## config.mk

```make
export PLATFORM = sky130hd
export DESIGN_NAME = sata_rx_prim_decoder
export DESIGN_NICKNAME = d
export VERILOG_FILES = /design/src/rtl/sata_prim_pkg.sv /design/src/rtl/sata_prim_lookup.sv /design/src/rtl/sata_rx_prim_decoder.sv
export SDC_FILE = /design/constraint.sdc
export NUM_CORES = 1
export LEC_CHECK = 0
export CAP_MARGIN = 20
export CORE_MARGIN = 2
export CORE_UTILIZATION = 50
export DETAILED_ROUTE_END_ITERATION = 6
export PLACE_DENSITY = 0.81
export SETUP_SLACK_MARGIN = 0.2
export SLEW_MARGIN = 20
export SYNTH_ARGS = -nofsm -noshare
export SYNTH_HDL_FRONTEND = slang
export SYNTH_SLANG_ARGS = --single-unit
```

## constraint.sdc

```tcl
create_clock -name clk -period 2.9 [get_ports clk]
set_clock_uncertainty 0.15 [all_clocks]
set_input_delay 0.725 -clock clk [delete_from_list [all_inputs] [get_ports clk]]
set_output_delay 0.725 -clock clk [all_outputs]
set_load 0.01 [all_outputs]
```

## src/rtl/sata_prim_pkg.sv

```systemverilog
// sata_prim_pkg
//   Shared SATA primitive definitions for the RX decoder and TX primitive generator.
//   Provides the 5-bit primitive code enum, the dword classification enum, the
//   K28.5/K28.3 lead-byte constants, the 32-bit primitive dwords and a lookup helper.
package sata_prim_pkg;

    typedef enum logic [4:0] {
        PRIM_NONE    = 5'd0,
        PRIM_ALIGN   = 5'd1,
        PRIM_SYNC    = 5'd2,
        PRIM_CONT    = 5'd3,
        PRIM_X_RDY   = 5'd4,
        PRIM_R_RDY   = 5'd5,
        PRIM_R_IP    = 5'd6,
        PRIM_R_OK    = 5'd7,
        PRIM_R_ERR   = 5'd8,
        PRIM_SOF     = 5'd9,
        PRIM_EOF     = 5'd10,
        PRIM_HOLD    = 5'd11,
        PRIM_HOLDA   = 5'd12,
        PRIM_WTRM    = 5'd13,
        PRIM_DMAT    = 5'd14,
        PRIM_PMREQ_P = 5'd15,
        PRIM_PMREQ_S = 5'd16,
        PRIM_PMACK   = 5'd17,
        PRIM_PMNAK   = 5'd18
    } prim_e;

    typedef enum logic [1:0] {
        CLS_DATA    = 2'd0,
        CLS_PRIM    = 2'd1,
        CLS_BADPRIM = 2'd2,
        CLS_BADK    = 2'd3
    } cls_e;

    localparam logic [7:0] K28_5 = 8'hBC;
    localparam logic [7:0] K28_3 = 8'h7C;

    localparam logic [31:0] DW_ALIGN   = 32'h7B4A4ABC;
    localparam logic [31:0] DW_SYNC    = 32'hB5B5957C;
    localparam logic [31:0] DW_CONT    = 32'h9999AA7C;
    localparam logic [31:0] DW_X_RDY   = 32'h5757B57C;
    localparam logic [31:0] DW_R_RDY   = 32'h4A4A957C;
    localparam logic [31:0] DW_R_IP    = 32'h5555B57C;
    localparam logic [31:0] DW_R_OK    = 32'h3535B57C;
    localparam logic [31:0] DW_R_ERR   = 32'h5656B57C;
    localparam logic [31:0] DW_SOF     = 32'h3737B57C;
    localparam logic [31:0] DW_EOF     = 32'hD5D5B57C;
    localparam logic [31:0] DW_HOLD    = 32'hD5D5AA7C;
    localparam logic [31:0] DW_HOLDA   = 32'h9595AA7C;
    localparam logic [31:0] DW_WTRM    = 32'h5858B57C;
    localparam logic [31:0] DW_DMAT    = 32'h3636B57C;
    localparam logic [31:0] DW_PMREQ_P = 32'h1717B57C;
    localparam logic [31:0] DW_PMREQ_S = 32'h7575957C;
    localparam logic [31:0] DW_PMACK   = 32'h9595957C;
    localparam logic [31:0] DW_PMNAK   = 32'hF5F5957C;

    // Full-dword match; PRIM_NONE when the dword is not a known primitive.
    function automatic prim_e prim_lookup(input logic [31:0] dw);
        case (dw)
            DW_ALIGN:   return PRIM_ALIGN;
            DW_SYNC:    return PRIM_SYNC;
            DW_CONT:    return PRIM_CONT;
            DW_X_RDY:   return PRIM_X_RDY;
            DW_R_RDY:   return PRIM_R_RDY;
            DW_R_IP:    return PRIM_R_IP;
            DW_R_OK:    return PRIM_R_OK;
            DW_R_ERR:   return PRIM_R_ERR;
            DW_SOF:     return PRIM_SOF;
            DW_EOF:     return PRIM_EOF;
            DW_HOLD:    return PRIM_HOLD;
            DW_HOLDA:   return PRIM_HOLDA;
            DW_WTRM:    return PRIM_WTRM;
            DW_DMAT:    return PRIM_DMAT;
            DW_PMREQ_P: return PRIM_PMREQ_P;
            DW_PMREQ_S: return PRIM_PMREQ_S;
            DW_PMACK:   return PRIM_PMACK;
            DW_PMNAK:   return PRIM_PMNAK;
            default:    return PRIM_NONE;
        endcase
    endfunction

endpackage

```

## src/rtl/sata_prim_lookup.sv

```systemverilog
// sata_prim_lookup
//   Pure combinational classifier for one RX dword.
//   dword : 32-bit RX dword, byte0 in [7:0]
//   ctrl  : per-byte K flags, bit0 = byte0
//   cls   : DATA / PRIM / BADPRIM / BADK
//   code  : primitive code when cls == CLS_PRIM, else PRIM_NONE
module sata_prim_lookup
    import sata_prim_pkg::*;
(
    input  logic [31:0] dword,
    input  logic [3:0]  ctrl,
    output cls_e        cls,
    output prim_e       code
);

    prim_e match;

    assign match = prim_lookup(dword);

    // Every table entry carries K28.5 or K28.3 in byte0, so a full-dword match
    // implies the correct lead byte; any other K in byte0 lands on BADPRIM.
    always_comb begin
        cls  = CLS_BADK;
        code = PRIM_NONE;
        if (ctrl == 4'b0000) begin
            cls = CLS_DATA;
        end else if (ctrl == 4'b0001) begin
            if (match != PRIM_NONE) begin
                cls  = CLS_PRIM;
                code = match;
            end else begin
                cls = CLS_BADPRIM;
            end
        end
    end

endmodule

```

## src/rtl/sata_rx_prim_decoder.sv

```systemverilog
// sata_rx_prim_decoder
//   Link-layer RX dword decoder: drops ALIGN, resolves CONT suppression,
//   forwards payload dwords and counts protocol errors. All outputs registered
//   with one clock of latency.
//   clk, rst_n         : link clock, async active-low reset
//   rx_sync            : adapter lock; dword ignored while low
//   rx_data, rx_ctrl   : RX dword and per-byte K flags
//   prim_valid/code    : decoded primitive (CONT resolved to the held primitive)
//   data_valid/out     : payload dword
//   err_pulse, err_cnt : one-cycle error strobe, saturating error count
module sata_rx_prim_decoder
    import sata_prim_pkg::*;
#(
    parameter bit          CONT_EN    = 1'b1,
    parameter bit          ALIGN_PASS = 1'b0,
    parameter int unsigned ERR_CNT_W  = 16
) (
    input  logic                 clk,
    input  logic                 rst_n,
    input  logic                 rx_sync,
    input  logic [31:0]          rx_data,
    input  logic [3:0]           rx_ctrl,
    output logic                 prim_valid,
    output logic [4:0]           prim_code,
    output logic                 data_valid,
    output logic [31:0]          data_out,
    output logic                 err_pulse,
    output logic [ERR_CNT_W-1:0] err_cnt
);

    typedef enum logic [1:0] {StNoSync, StRun, StHeld} state_e;

    localparam logic [ERR_CNT_W-1:0] CntOne = {{(ERR_CNT_W-1){1'b0}}, 1'b1};

    state_e               state_q, state_d;
    prim_e                hold_q, hold_d;
    logic                 pv_q, pv_d;
    prim_e                pc_q, pc_d;
    logic                 dv_q, dv_d;
    logic [31:0]          dout_q, dout_d;
    logic                 err_q, err_d;
    logic [ERR_CNT_W-1:0] cnt_q, cnt_d;

    cls_e  cls;
    prim_e code;

    sata_prim_lookup u_lookup (
        .dword (rx_data),
        .ctrl  (rx_ctrl),
        .cls   (cls),
        .code  (code)
    );

    always_comb begin
        state_d = state_q;
        hold_d  = hold_q;
        pv_d    = 1'b0;
        pc_d    = PRIM_NONE;
        dv_d    = 1'b0;
        dout_d  = dout_q;
        err_d   = 1'b0;
        cnt_d   = cnt_q;
        if (!rx_sync) begin
            state_d = StNoSync;
            hold_d  = PRIM_NONE;
        end else begin
            // Gaining lock decodes the same-cycle dword as in RUN; hold_q is
            // PRIM_NONE here, so a CONT is correctly treated as an orphan.
            if (state_q == StNoSync) begin
                state_d = StRun;
            end
            unique case (cls)
                CLS_DATA: begin
                    if (state_q == StHeld) begin
                        // Junk under CONT: keep repeating the held primitive.
                        pv_d = 1'b1;
                        pc_d = hold_q;
                    end else begin
                        dv_d   = 1'b1;
                        dout_d = rx_data;
                    end
                end
                CLS_PRIM: begin
                    if (code == PRIM_ALIGN) begin
                        if (ALIGN_PASS) begin
                            pv_d = 1'b1;
                            pc_d = PRIM_ALIGN;
                        end
                    end else if (CONT_EN && code == PRIM_CONT) begin
                        if (state_q == StHeld) begin
                            pv_d = 1'b1;
                            pc_d = hold_q;
                        end else if (hold_q == PRIM_NONE) begin
                            err_d = 1'b1;
                        end else begin
                            pv_d    = 1'b1;
                            pc_d    = hold_q;
                            state_d = StHeld;
                        end
                    end else begin
                        pv_d    = 1'b1;
                        pc_d    = code;
                        hold_d  = code;
                        state_d = StRun;
                    end
                end
                CLS_BADPRIM, CLS_BADK: err_d = 1'b1;
                default: ;
            endcase
            if (err_d && cnt_q != '1) begin
                cnt_d = cnt_q + CntOne;
            end
        end
    end

    always_ff @(posedge clk or negedge rst_n) begin
        if (!rst_n) begin
            state_q <= StNoSync;
            hold_q  <= PRIM_NONE;
            pv_q    <= 1'b0;
            pc_q    <= PRIM_NONE;
            dv_q    <= 1'b0;
            dout_q  <= '0;
            err_q   <= 1'b0;
            cnt_q   <= '0;
        end else begin
            state_q <= state_d;
            hold_q  <= hold_d;
            pv_q    <= pv_d;
            pc_q    <= pc_d;
            dv_q    <= dv_d;
            dout_q  <= dout_d;
            err_q   <= err_d;
            cnt_q   <= cnt_d;
        end
    end

    assign prim_valid = pv_q;
    assign prim_code  = pc_q;
    assign data_valid = dv_q;
    assign data_out   = dout_q;
    assign err_pulse  = err_q;
    assign err_cnt    = cnt_q;

endmodule

```

==> results.json, run 1 <==
{
  "area_growth_pct": 62.9,
  "synth-edff-count": 0,
  "met2_usage": 0.504,
  "grt_overflow": 0,
  "root_buffer": "clkbuf_8",
  "cts_buffers": 9,
  "wl_per_cell_um": 19.4,
  "min_period_over_period": 1.10,
  "violations": "setup timing",
  "ios": 95,
  "fin_ws_ps": -288,
  "place.gp.congestion": 0.921,
  "drt-total-wl_um": 12600,
  "async_reset_ff_frac": 1.00,
  "portBuffers": 94,
  "top_usage_layer": "met2",
  "outcome": "finished with violations",
  "ys_ff_latch": 63,
  "syn_inst": 358,
  "drc_errors": 0,
  "setup_viol": 27,
  "slew_headroom": 0.467,
  "clk_latency_ps": 340,
  "drive_gt1_frac": 0.464,
  "multi_input_area_um2": 2420,
  "hold_path.class": "reg2reg",
  "slew_violations": 0,
  "grtUsageMet1": 0.380,
  "worstSetupEndpointType": "register",
  "r2r_cells": 7,
  "final_area_um2": 6060,
  "worstMarginPinSlew_ps": 799,
  "vias": 3849,
  "crit_type": "in2reg",
  "fp.dieArea_um2": 8140,
  "grt_max_degree": 64,
  "ctsHoldBuffers": 0,
  "drt-pass1-iter-count": 5,
  "layout_common_cells": "84 x buf_4, 63 x dfrtp_1, 61 x clkdlybuf4s50_1",
  "fmax_mhz": 314,
  "yosysTopAreaCell": "dfrtp_1",
  "timing.rr.end": "err_cnt[12]",
  "synthDistinctLibCells": 70,
  "clk_path_buf_depth": 2,
  "place_hpwl_um": 8310,
  "layout_commonest_cell": "buf_4",
  "synth_nets": 398,
  "grt_util_met3": 0.0880,
  "htree_levels": 3,
  "grt.total_usage": 0.304,
  "grt_pass1_wl_um": 19700,
  "grt_setup_unrepaired": "true",
  "rr_startpoint": "err_cnt[6]",
  "critPathArrivalTime_ps": 3270,
  "path_max_fanout": 8,
  "cts_tree": "built",
  "dpl_cell_area_um2": 5290,
  "antenna_found_initial": 0,
  "antenna_cells": 0,
  "ant_nets": 0,
  "seq_area_frac_synth": 0.424,
  "final_hold_viol_count": 0,
  "place_ws_ps": -852,
  "min_period_ps": 3190,
  "die_h_um": 90.2,
  "p_leak_nw": 2.47,
  "drv_cap": 0,
  "ys.flop_type": "dfrtp_1",
  "rows": 31,
  "hold_start": "err_cnt[5]",
  "clk_pin_slew_ps": 70,
  "fp.dieW_um": 90.2,
  "syn_area_per_cell_um2": 10.4,
  "required_ps": 2980,
  "synth_area_um2": 3720,
  "peakVddDrop_mv": 0.523,
  "hold_end": "err_cnt[5]",
  "r2r_setup_slack_ps": 640,
  "nNetsFinal": 587,
  "yosys.area.top_type_share": 0.424,
  "core_um2": 7210,
  "synth.area.top_cells": "dfrtp_1 42%, mux2_2 9.7%, xnor2_1 3.5%, nand4_1 2.7%, nand2_1 2.5%",
  "initial_core_util": 0.515,
  "grt_pass1_vias": 3958,
  "setup.worst_path.start_class": "input pin",
  "final_core_util": 0.840,
  "holdPathStages": 1,
  "drt-initial-drc-count": 281,
  "fillCellCount": 404,
  "ff_latch_area_um2": 1580,
  "cts_sinks": 63,
  "routed_via_density": 5.91,
  "yosysWarnings": 0,
  "power_density_nw_per_um2": 433
}
-- power breakdown --
part,switching (mW),leakage (nW),internal (mW)
combinational,0.327,1.58,0.499
clock,0.349,0.0801,0.307
sequential,0.112,0.809,1.03
-- metal layers --
metal	routed length [um]	vias up
li1	-	1732
met1	5070	1890
met2	6150	189
met3	1010	38
met4	374	0
met5	0	-
-- per-stage QoR --
step	hold WS, ps	power, mW	setup TNS [ps]	instances
2_1_floorplan	279	1.46	-2160	358
3_5_place_dp	329	1.95	-21800	611
5_1_grt	372	2.75	-5370	651
4_1_cts	350	2.62	-106	648
6_report	346	2.62	-5650	651
3_3_place_gp	338	1.92	-22180	611
-- worst max path at each step --
stage | endpoint | startpoint | depth (start not counted) | slack, ps
after detailed placement | err_cnt[10] | rx_data[29] | 13 | -850
after global placement | err_cnt[1] | rx_data[29] | 12 | -870
after global routing | err_cnt[10] | rx_data[17] | 12 | -280
after CTS | err_cnt[1] | rx_data[30] | 11 | -40
after floorplan | err_cnt[1] | rx_data[29] | 10 | -210
final | err_cnt[1] | rx_data[17] | 11 | -290
-- cell usage after synthesis, types with 4 or more instances --
library cell and number:
nand3_1 12, buf_2 5, a31oi_1 4, nor4_1 7
inv_1 4, o21a_1 5, nand3_2 4, o21ai_0 16
and4bb_2 4, nand4_2 4, a21oi_1 12, nor2_1 21
dfrtp_1 63, nand2_1 25, xnor2_1 15, and3_1 10
buf_4 4, and2_1 4, nor3_1 17, mux2_2 32
a21boi_0 4, nand4_1 16
-- critical path, stage by stage --
cell and delay, ps:
dlygate4sd2_1 250, buf_4 180, nor4_1 320, nand4_1 260, o21ai_0 240, a21oi_2 130
a31o_1 280, nor3_4 200, a31o_4 250, nand3_4 100, mux2_4 310
-- sequential cells by signal, summed over array words and instances (netlist names) --
| name | count |
|---|---|
| data_out | 32 |
| data_valid | 1 |
| err_cnt | 16 |
| err_pulse | 1 |
| hold_q | 5 |
| prim_code | 5 |
| prim_valid | 1 |
| state_q | 2 |
-- logic make-up after synthesis --
group | after synthesis | share of synthesized area
flip-flops | 63 | 0.424
adder cells (fa/ha/maj) | 1 | 0.00336
XOR/XNOR | 17 | 0.0400
AND/OR/NAND/NOR | 158 | 0.274
multiplexers | 33 | 0.101
AO/OA/AOI/OAI | 65 | 0.119
buffers and inverters | 21 | 0.0390
-- timing repair --
action / CTS / global route
setup endpoints to repair: 30 / 30
resized for setup: 170 / 43
gates cloned: 2 / 0
pin swaps: 48 / 31
setup buffers: 19 / 3
endpoints found under the hold margin: 0 / 0
-- layout make-up --
type | instances | share of cell area
clock buffer | 12 | 0.0223
sequential | 63 | 0.260
timing repair buffer | 194 | 0.291
clock inverter | 4 | 0.00372
inverter | 4 | 0.00248
multi-input combinational | 275 | 0.400
tap | 99 | 0.0205
(Power assumes the default switching activity.)
==> run 2: changes to the inputs <==
- SKIP_CTS_REPAIR_TIMING: default -> 1
==> results.json, run 2 (synthesis results as in run 1) <==
{
  "fin_ws_ps": -66.4,
  "layout_common_cells": "79 x buf_4, 63 x dfrtp_1, 61 x clkdlybuf4s50_1",
  "place.gp.congestion": 0.921,
  "cpPeakStageDelay_ps": 550,
  "grt_max_degree": 64,
  "slew_headroom": 0.457,
  "min_period_over_period": 1.02,
  "wl_per_cell_um": 18.6,
  "min_period_ps": 2970,
  "ios": 95,
  "place_hpwl_um": 8310,
  "rows": 31,
  "vias": 3728,
  "routed_via_density": 5.82,
  "final_hold_viol_count": 0,
  "setup.worst_path.start_class": "input pin",
  "path_max_fanout": 5,
  "htree_levels": 3,
  "cts_tree": "built",
  "largest_register_ffs": 32,
  "clk_path_buf_depth": 2,
  "fillCellCount": 457,
  "clk_pin_slew_ps": 70,
  "core_um2": 7210,
  "portBuffers": 94,
  "clk_latency_ps": 340,
  "critPathTopFamily": "simple AND/OR/NAND/NOR gates",
  "setup_viol": 20,
  "drv_cap": 0,
  "grt_pass1_wl_um": 18200,
  "cts_buffers": 9,
  "hold_path.class": "reg2reg",
  "r2r_setup_slack_ps": 690,
  "worstMarginPinSlew_ps": 815,
  "fp.dieW_um": 90.2,
  "grt_setup_unrepaired": "true",
  "cts_sinks": 63,
  "dp.cells": 611,
  "area_growth_pct": 58.1,
  "critPathArrivalTime_ps": 3050,
  "p_leak_nw": 2.47,
  "root_buffer": "clkbuf_8",
  "grt.total_usage": 0.279,
  "peakVddDrop_mv": 0.516,
  "p_total_mw": 2.61,
  "path_common_cell": "or4_4",
  "antenna_found_initial": 1,
  "outcome": "finished with violations",
  "cp_cell_sequence": "buf_6 > and4bb_1 > nand4_1 > buf_4 > or4_4 > a21oi_4 > or4_4 > nor3_4 > a31o_4 > nand3_4 > mux2_4",
  "required_ps": 2980,
  "drt-pass1-iter-count": 5,
  "grt_overflow": 0,
  "drt-total-wl_um": 12000,
  "drt-initial-drc-count": 260,
  "worstSetupEndpointType": "register",
  "ant_nets": 0,
  "fp.dieArea_um2": 8140,
  "violations": "setup timing",
  "die_h_um": 90.2,
  "initial_core_util": 0.515,
  "grt_pass1_vias": 3802,
  "slew_violations": 0,
  "drive_gt1_frac": 0.427,
  "drc_errors": 0,
  "fmax_mhz": 337,
  "nNetsFinal": 576,
  "crit_type": "in2reg",
  "power_density_nw_per_um2": 444,
  "layout_commonest_cell": "buf_4",
  "cp_slowest_cell": "or4_4",
  "fin_cells": 641,
  "worst-path-buf-inv": 2
}
==> run 2: area by class of cell <==
cell class                      count  area (um^2)  share of cell area
Antenna cell                        1         2.50            0.000426
Clock buffer                       12          135              0.0230
Clock inverter                      4         22.5             0.00383
Inverter                            4         15.0             0.00255
Multi-Input combinational cell    275         2340               0.399
Sequential cell                    63         1580               0.268
Tap cell                           99          124              0.0211
Timing Repair Buffer              183         1660               0.282
==> run 2: through the flow <==
| stage | hold slack [ps] | setup slack, ps | util | cell area [um^2] | setup TNS, ps |
|---|---|---|---|---|---|
| after floorplan | 279 | -210 | - | 3780 | -2160 |
| after global placement | 338 | -869 | 0.734 | 5290 | -22180 |
| after detailed placement | 329 | -852 | 0.734 | 5290 | -21800 |
| after CTS | 343 | -493 | 0.755 | 5450 | -11100 |
| after global routing | 370 | -135 | 0.815 | 5880 | -2160 |
| final | 351 | -66.4 | 0.815 | 5880 | -706 |
==> run 2: final timing paths <==
check | start | end | cells after the start
max | rx_data[30] | err_cnt[1] | 11
min | err_cnt[5] | err_cnt[5] | 1
max reg2reg | err_cnt[6] | err_cnt[1] | 6
min reg2reg | err_cnt[5] | err_cnt[5] | 1
max in group asynchronous | rst_n | prim_code[0] | 2
min in group asynchronous | rst_n | data_valid | 2
==> run 2: metal layers <==
metal  track usage  part of all wire
met5             0                 0
met2         0.457              0.49
met1         0.349              0.41
met4         0.103             0.021
met3        0.0855             0.074
==> run 2: power breakdown <==
| part | switching [mW] | internal, mW | leakage (nW) | total [mW] |
|---|---|---|---|---|
| registers | 0.111 | 1.03 | 0.809 | 1.14 |
| clock network | 0.349 | 0.307 | 0.0801 | 0.656 |
| logic | 0.324 | 0.492 | 1.58 | 0.816 |
==> run 3: changes to the inputs <==
- RECOVER_POWER: default -> 50
==> results.json, run 3 (synthesis results as in run 1) <==
{
  "outcome": "finished with violations",
  "violations": "capacitance limit, slew limit, setup timing",
  "drv_cap": 1,
  "rows": 31,
  "timing.rr.end": "err_cnt[1]",
  "setup.worst_path.start_class": "input pin",
  "root_buffer": "clkbuf_8",
  "p_total_mw": 2.60,
  "p_leak_nw": 2.50,
  "required_ps": 2980,
  "p_int_mw": 1.82,
  "slew_violations": 64,
  "drive_gt1_frac": 0.427,
  "worstMarginPinSlew_ps": 1590,
  "p_clk_frac": 0.252,
  "cts_sinks": 63,
  "clk_latency_ps": 340,
  "portBuffers": 94,
  "drt-initial-drc-count": 262,
  "cts_tree": "built",
  "place.gp.congestion": 0.921,
  "min_period_ps": 2970,
  "r2r_setup_slack_ps": 690,
  "hold_start": "err_cnt[5]",
  "core_um2": 7210,
  "grt_overflow": 0,
  "ios": 95,
  "die_h_um": 90.2,
  "slew_headroom": -0.0630,
  "worstSetupEndpointType": "register",
  "grt_pass1_wl_um": 18200,
  "htree_levels": 3,
  "drt-total-wl_um": 11900,
  "cts_buffers": 9,
  "antenna_found_initial": 1,
  "vias": 3714,
  "setup_viol": 18,
  "hold_end": "err_cnt[5]",
  "grt_pass1_vias": 3802,
  "layout_common_cells": "78 x buf_4, 63 x dfrtp_1, 47 x clkdlybuf4s50_1",
  "layout_commonest_cell": "buf_4",
  "r2r_cells": 6,
  "routed_via_density": 5.79,
  "final_hold_viol_count": 0,
  "place_hpwl_um": 8310,
  "crit_type": "in2reg",
  "hold_path.class": "reg2reg",
  "power_density_nw_per_um2": 443,
  "power_frac_seq": 0.438,
  "min_period_over_period": 1.02,
  "grt_max_degree": 64,
  "wl_per_cell_um": 18.6,
  "swShare": 0.300,
  "clk_path_buf_depth": 2,
  "grt_setup_unrepaired": "true",
  "fin_ws_ps": -67.4,
  "peakVddDrop_mv": 0.517,
  "initial_core_util": 0.515,
  "fmax_mhz": 337,
  "clk_pin_slew_ps": 70,
  "path_max_fanout": 5,
  "ant_nets": 0,
  "share_comb_of_total_power": 0.310,
  "rr_startpoint": "err_cnt[6]",
  "switching_power_uw": 782,
  "holdPathStages": 1,
  "fp.dieW_um": 90.2,
  "nNetsFinal": 576,
  "area_growth_pct": 58.1,
  "place_ws_ps": -852,
  "largest_register_ffs": 32,
  "drc_errors": 0,
  "fp.dieArea_um2": 8140,
  "grt.total_usage": 0.279,
  "drt-pass1-iter-count": 5,
  "critPathArrivalTime_ps": 3050
}
run 3: stage by stage:
stage | util | instances | hold WS [ps] | instance area (um^2) | setup TNS (ps)
after floorplan | - | 358 | 279 | 3780 | -2160
after global placement | 0.734 | 611 | 338 | 5290 | -22180
after detailed placement | 0.734 | 611 | 329 | 5290 | -21800
after CTS | 0.755 | 627 | 343 | 5450 | -11100
after global routing | 0.815 | 641 | 367 | 5880 | -2160
final | 0.815 | 641 | 351 | 5880 | -683
run 3: layout make-up:
type | instances | area (um^2)
Antenna cell | 1 | 2.50
Clock buffer | 12 | 135
Clock inverter | 4 | 22.5
Fill cell | 457 | 1340
Inverter | 4 | 15.0
Multi-Input combinational cell | 275 | 2340
Sequential cell | 63 | 1580
Tap cell | 99 | 124
Timing Repair Buffer | 183 | 1660
run 3: worst max-delay path: stages:
cell      delay, ps
buf_6            90
and4bb_1        290
nand4_1         160
buf_4           190
or4_4           550
a21oi_4         150
or4_4           160
nor3_4           50
a31o_4          270
nand3_4         100
mux2_4          310
run 3: metal layers:
metal,track usage,part of all wire,vias to the layer above
li1,-,-,1708
met1,0.349,0.41,1808
met2,0.457,0.49,172
met3,0.0855,0.079,26
met4,0.103,0.021,0
met5,0,0,-
run 3: worst max-delay path by stage:
| stage | slack [ps] | to | cells past startpoint | start |
|---|---|---|---|---|
| finish | -70 | err_cnt[1] | 11 | rx_data[30] |
| floorplan | -210 | err_cnt[1] | 10 | rx_data[29] |
| global placement | -870 | err_cnt[1] | 12 | rx_data[29] |
| global route | -130 | err_cnt[1] | 11 | rx_data[30] |
| CTS | -490 | err_cnt[10] | 13 | rx_data[29] |
| detailed placement | -850 | err_cnt[10] | 13 | rx_data[29] |
run 3: power by group through the flow:
stage / Combinational, mW / Sequential, mW / Clock [mW]
floorplan: 0.247 / 1.21 / 0
detailed placement: 0.798 / 1.15 / 0
global route: 0.861 / 1.16 / 0.711
CTS: 0.804 / 1.14 / 0.664
global placement: 0.778 / 1.14 / 0
finish: 0.807 / 1.14 / 0.655
